`config.mk`:
```
export PLATFORM = sky130hd
export DESIGN_NAME = rr_arbiter_4
export DESIGN_NICKNAME = d
export VERILOG_FILES = /design/src/rtl/rr_arbiter_4.sv
export SDC_FILE = /design/constraint.sdc
export NUM_CORES = 1
export LEC_CHECK = 0
export ABC_CLOCK_PERIOD_IN_PS = 2000
export CORE_MARGIN = 5
export CORE_UTILIZATION = 42
export CTS_CLUSTER_DIAMETER = 200
export DETAILED_ROUTE_END_ITERATION = 10
export MAX_ROUTING_LAYER = met4
export SLEW_MARGIN = 20
export SYNTH_ARGS = -nofsm -noshare
export SYNTH_HDL_FRONTEND = slang
export SYNTH_SLANG_ARGS = --single-unit
```
`constraint.sdc`:
```
create_clock -name clk -period 2 [get_ports clk]
set_clock_uncertainty 0.05 [all_clocks]
set_input_delay 0.3 -clock clk [delete_from_list [all_inputs] [get_ports clk]]
set_output_delay 0.3 -clock clk [all_outputs]
set_load 0.02 [all_outputs]
```
`src/rtl/rr_arbiter_4.sv`:
```
// rtl/rr_arbiter_4.sv - four-requester round-robin arbiter with registered one-hot grant
// Grants are held until done, owner req drop, or HOLD_LIMIT forced revoke; one idle bubble between grants.
module rr_arbiter_4 #(
  parameter int HOLD_LIMIT = 16
) (
  input  logic       clk,
  input  logic       rst_n,
  input  logic [3:0] req,
  input  logic       done,
  output logic [3:0] grant,
  output logic       grant_valid,
  output logic       timeout
);

  typedef enum logic {S_IDLE, S_GRANT} state_t;

  localparam logic [7:0] LIMIT_M1 = 8'(HOLD_LIMIT - 1);

  state_t     r_state, w_state_next;
  logic [3:0] r_grant, w_grant_next;
  logic [1:0] r_owner, w_owner_next;
  logic [1:0] r_ptr, w_ptr_next;
  logic [7:0] r_hold_cnt, w_hold_cnt_next;
  logic       r_grant_valid;
  logic       r_timeout, w_timeout_next;
  logic [1:0] w_win_idx;
  logic [1:0] w_probe;

  // Scan from lowest to highest priority so the last hit is the winner.
  always_comb begin
    w_win_idx = r_ptr;
    w_probe   = r_ptr;
    for (int k = 3; k >= 0; k--) begin
      w_probe = r_ptr + 2'(k);
      if (req[w_probe]) w_win_idx = w_probe;
    end
  end

  always_comb begin
    w_state_next    = r_state;
    w_grant_next    = r_grant;
    w_owner_next    = r_owner;
    w_ptr_next      = r_ptr;
    w_hold_cnt_next = r_hold_cnt;
    w_timeout_next  = 1'b0;
    case (r_state)
      S_IDLE: begin
        if (req != 4'b0000) begin
          w_grant_next    = 4'(1) << w_win_idx;
          w_owner_next    = w_win_idx;
          w_hold_cnt_next = 8'd0;
          w_state_next    = S_GRANT;
        end
      end
      S_GRANT: begin
        if (done || !req[r_owner]) begin
          w_grant_next = 4'b0000;
          w_ptr_next   = r_owner + 2'd1;
          w_state_next = S_IDLE;
        end else if ((HOLD_LIMIT != 0) && (r_hold_cnt == LIMIT_M1)) begin
          w_grant_next   = 4'b0000;
          w_ptr_next     = r_owner + 2'd1;
          w_timeout_next = 1'b1;
          w_state_next   = S_IDLE;
        end else if (r_hold_cnt != 8'hFF) begin
          w_hold_cnt_next = r_hold_cnt + 8'd1;
        end
      end
      default: begin
        w_grant_next = 4'b0000;
        w_state_next = S_IDLE;
      end
    endcase
  end

  always_ff @(posedge clk or negedge rst_n) begin
    if (!rst_n) begin
      r_state       <= S_IDLE;
      r_grant       <= 4'b0000;
      r_owner       <= 2'd0;
      r_ptr         <= 2'd0;
      r_hold_cnt    <= 8'd0;
      r_grant_valid <= 1'b0;
      r_timeout     <= 1'b0;
    end else begin
      r_state       <= w_state_next;
      r_grant       <= w_grant_next;
      r_owner       <= w_owner_next;
      r_ptr         <= w_ptr_next;
      r_hold_cnt    <= w_hold_cnt_next;
      r_grant_valid <= |w_grant_next;
      r_timeout     <= w_timeout_next;
    end
  end

  assign grant       = r_grant;
  assign grant_valid = r_grant_valid;
  assign timeout     = r_timeout;

endmodule
```
# == Word-level counts from Yosys, hierarchy flattened ==
# Index checks and enable logic that the tools add are counted.
# totals
ff_bits,19
input_bits,7
output_inout_bits,6
wordCells,65
# classes
add_sub_neg,5
n_lt_le_gt_ge,5
n_eq_ne,6
shifts,1
muxes,32
bitwise,1
reduce_logical,8
# op_table
op,count
8-bit 2-to-1 mux,4
8-bit case mux with 2 select lines,1
"2-bit by 3-bit < comparator with 1-bit output, second input constant",5
2-bit 2-to-1 mux,6
4-bit 2-to-1 mux,3
1-bit 2-to-1 mux,11
1-bit binary-select mux with 2-bit select,5
"8-bit by 1-bit adder with 8-bit output, second input constant",1
"8-bit by 4-bit equality test with 1-bit output, second input constant",1
"8-bit != test, second input constant",1
4-bit case mux with 2 select lines,1
"2-bit != test, second input constant",3
"2-bit by 1-bit adder with 2-bit output, second input constant",2
"2-bit adder, second input constant",2
2-bit AND reduction,2
4-bit AND reduction,1
4-bit nonzero test,1
4-bit OR reduction,1
"1-bit by 2-bit << shifter with 4-bit output, first input constant",1
"2-bit by 1-bit != test with 1-bit output, second input constant",1
1-bit case mux with 2 select lines,1
2-bit nonzero test,1
1-bit zero test,1
1-bit logical OR,1
1-bit NOT,1

# == Logic depth before layout (Yosys ltp) ==
# Gate-level depths: netlist of the first run.
# logic_depth
ltp_word,11
depth_mapped,7
mapped_depth_nobuf,6

# == Least setup slack after synthesis of the first run ==
# OpenSTA, ideal clock, no wires.
# synth_timing
kind,reg2reg
from,register r_hold_cnt[0]
to,register r_hold_cnt[7]
setup_time_ns,0.078
arrival_ns,1.711
t_required_ns,1.872
setup_slack_ns,0.161
path_stages_with_launch,7
n_path_buf,0
period_less_slack_ns,1.839
cell_sequence,dfrtp_1 > ha_1 > nand3_1 > nand2b_1 > o2111ai_2 > or4_1 > a21oi_1
# synth_via
elab_chain_len,5
word_cells_on_any_way,10
cone_classes,add/sub (1); eq/ne (4); mux (4); reduce/logical (1)
# synth_lines
element,line_no,text
start: declaration,23,"logic [7:0] r_hold_cnt, w_hold_cnt_next;"
start signal: assignment,90,r_hold_cnt <= w_hold_cnt_next;
8-bit by 1-bit adder with 8-bit output,66,w_hold_cnt_next = r_hold_cnt + 8'd1;
8-bit 2-to-1 mux,65,end else if (r_hold_cnt != 8'hFF) begin
8-bit 2-to-1 mux,60,end else if ((HOLD_LIMIT != 0) && (r_hold_cnt == LIMIT_M1)) begin
8-bit 2-to-1 mux,56,if (done || !req[r_owner]) begin
8-bit case mux with 2 select lines,46,case (r_state)
# Parallel ways exist; a longest one is shown, timed or not. The select of a mux whose other input is x is not followed.
# A chain may end at the register's enable or synchronous reset.

# == Worst setup path in the final report of the first run ==
# layout_timing
from,register r_hold_cnt[0]
to,register r_hold_cnt[5]
# The elaborated chain is that of the path after synthesis.

==> results of run 1 <==
[logic make-up after synthesis]
kind of cell / share of synthesized area, %
xor+xnor: 0.878
fa+ha+maj: 1.25
simple gates: 18.9
mux: 3.01
buf+inv: 3.01
compound gates: 25.2
flops: 47.7
[final cells by class]
cell class	count	area (um2)
timing repair buffer	29	248
inverter	5	18.8
fill	199	938
multi-input combinational	75	492
sequential	19	475
tap	28	35.0
clock buffer	4	26.3
[power groups by stage]
stage	Sequential, uW	Clock [uW]	Combinational [uW]
after global routing	627	216	753
after global placement	612	0	676
after floorplan	630	0	350
after CTS	606	196	694
after detailed placement	613	0	690
final	607	189	688
[worst max-delay path by stage]
| stage | startpoint | depth (start not counted) | endpoint |
|---|---|---|---|
| 2_1_floorplan | r_hold_cnt[0] | 6 | r_hold_cnt[7] |
| 3_3_place_gp | req[0] | 8 | r_hold_cnt[5] |
| 3_5_place_dp | req[1] | 7 | r_hold_cnt[6] |
| 4_1_cts | r_hold_cnt[0] | 7 | r_hold_cnt[5] |
| 5_1_grt | r_hold_cnt[0] | 7 | r_hold_cnt[5] |
| 6_report | r_hold_cnt[0] | 7 | r_hold_cnt[5] |
[registers in the layout (all words and copies together), names as in the netlist]
register and flops:
grant_valid 1, r_state 1, r_owner 2, r_ptr 2
r_hold_cnt 8, grant 4, timeout 1
[worst max-delay path, cell delays in order, from the launching register on]
cell and delay (ns):
dfrtp_1 0.39, ha_1 0.25, nand3_1 0.13, nand2b_1 0.17, o2111ai_2 0.14, buf_4 0.19
or3_1 0.35, a21oi_1 0.14
[per-stage QoR]
step / setup TNS (ns) / setup slack [ns] / utilization [%] / hold WS (ns)
floorplan: 0 / 0.161 / - / -0.0456
global placement: -0.977 / -0.122 / 56.8 / 0.445
detailed placement: -1.83 / -0.183 / 56.8 / 0.462
CTS: 0 / 0.108 / 58.0 / 0.279
global route: 0 / 0.00550 / 58.0 / 0.285
finish: 0 / 0.117 / 58.0 / 0.277
[metal layers]
metal,track usage (%),vias to the layer above,part of all wire [%]
met5,-,-,0
met4,1.94,0,0.22
met3,3.73,2,4.2
met2,19.9,20,44
met1,22.0,424,51
li1,-,454,-
[cells in the mapped netlist (all sizes together)]
master / number
nor4: 2
and2: 3
and3: 1
inv: 5
nand4: 3
o21ai: 6
o21bai: 1
o31ai: 4
o2bb2ai: 2
nand3: 4
nor3: 1
a21oi: 9
a22oi: 1
a22o: 2
o22ai: 2
o2111ai: 1
o32ai: 1
or2: 2
a21o: 4
or3: 2
ha: 1
or3b: 1
nor2b: 1
nor3b: 1
xnor2: 1
or4: 2
dfrtp: 19
nand2b: 1
o211ai: 4
clkbuf: 3
nand2: 4
nor2: 5
mux2i: 3
[cell usage in the layout, fill, tap and decap left out, drive strengths merged, types with 3 or more instances in the layout]
master         instances
inv                    5
nand2                  4
a21oi                  9
o21ai                  6
nand3                  4
clkdlybuf4s50         12
nand4                  3
and2                   3
nor2                   5
buf                   17
o31ai                  4
clkbuf                 4
mux2i                  3
a21o                   4
o211ai                 4
dfrtp                 19
==> results.sh, run 1 <==
export IMPL_firstDrtPassIters=4
export IMPL_p_comb_share_pct=46.3
export IMPL_syn_avg_cell_area_um2=9.78
export IMPL_cts_hold_fix_buffers=0
export IMPL_root_buffer="clkbuf_4"
export IMPL_cts_resized=0
export IMPL_rr_endpoint="r_hold_cnt[5]"
export IMPL_p_switching_uw=567
export IMPL_die_w_um=58.7
export IMPL_status="complete, no violations"
export IMPL_synthTopCellsByArea="dfrtp_1 48%, a21oi_1 4.5%, mux2i_1 3.0%"
export IMPL_core_area_mm2=0.00223
export IMPL_fin_crit_sh_pct=94.2
export IMPL_grt_pass1_vias=828
export IMPL_crit_type="flop to flop"
export IMPL_r2r_slack_ns=0.12
export IMPL_overflow=0
export IMPL_finalMaxSlewViolations=0
export IMPL_crit_path_max_fanout=8
export IMPL_hold_violations=0
export IMPL_cts_max_level=1
export IMPL_track_usage_pct=14.5
export IMPL_netlist_area_leader_share_pct=47.7
export IMPL_drt_iter0_markers=38
export IMPL_dp_cells=156
export IMPL_cts_setup_buffers=0
export IMPL_p_total_uw=1480
export IMPL_cp_arrival_ns=2.06
export IMPL_nets=141
export IMPL_antenna_found_initial=0
export IMPL_final_cells=160
export IMPL_syn_to_final_growth_pct=29.9
export IMPL_grt_pass1_wl_um=3780
export IMPL_cts_tree="done"
export IMPL_wl_per_cell_um=14.0
export IMPL_vias_per_cell=5.63
export IMPL_ys_ff_latch=19
export IMPL_final_area_mm2=0.00129
export IMPL_syn_inst=102
export IMPL_io_buffer_count=12
export IMPL_clock_path_buffers=2
export IMPL_setup_viol=0
export IMPL_synth_seq_area_share_pct=47.7
export IMPL_die_h_um=58.7
export IMPL_syn_area_um2=997
export IMPL_min_period_ns=1.88
export IMPL_dieArea_mm2=0.00345
export IMPL_cp_data_required_time_ns=2.17
export IMPL_cts_clk_slew_worst_paths_ns=0.11
export IMPL_vdd_drop_max_mv=0.973
export IMPL_rows=17
export IMPL_gp_congestion=0.830
export IMPL_seqPwrFrac_pct=40.9
export IMPL_place_area_mm2=0.00127
export IMPL_p_clk_share_pct=12.8
export IMPL_cp_start_kind="flop"
export IMPL_grt_max_degree=20
export IMPL_vias=900
export IMPL_maxSlewHeadroom_pct=73.5
export IMPL_end_kind="flop"
export IMPL_routed_wl_um=2240
export IMPL_ant_nets=0
export IMPL_p_leak_uw=0.000569
export IMPL_num_io_pins=13
export IMPL_power_internal_uw=917
export IMPL_swShare_pct=38.2
export IMPL_worst_skew_pair_late_latency_ns=0.29
export IMPL_min_path_type="input port to asynchronous set/reset pin"
export IMPL_tightest_slew_ns=0.397
export IMPL_start_util_pct=44.6
export IMPL_dp_hpwl_um=1790
export IMPL_diodes=0
export IMPL_yosysTopAreaCell="dfrtp_1"
export IMPL_drc_errors=0
export IMPL_powerDensity_mw_per_mm2=1150
export IMPL_grt_setup_unrepaired="false"
export IMPL_syn_nets=110
export IMPL_cts_inserted_buffers=3
export IMPL_drive_above_1_share_pct=18.9
export IMPL_ys_warn_count=0
export IMPL_cap_violations=0
export IMPL_reg2reg_from="r_hold_cnt[0]"
export IMPL_worstRegToRegCells=7
export IMPL_synthDistinctLibCells=33
export IMPL_clock_sinks=19
export IMPL_fmax_mhz=531
Note: power is estimated with default switching activity, not from simulation.
==> inputs of run 2 (changes only) <==
--- a/config.mk
+++ b/config.mk
@@ -6,6 +6,7 @@
 export NUM_CORES = 1
 export LEC_CHECK = 0
 export ABC_CLOCK_PERIOD_IN_PS = 2000
+export CAP_MARGIN = 25
 export CORE_MARGIN = 5
 export CORE_UTILIZATION = 42
 export CTS_CLUSTER_DIAMETER = 200
==> results of run 2 <==
Final layout, timing and power as in run 1 (identical DEF).
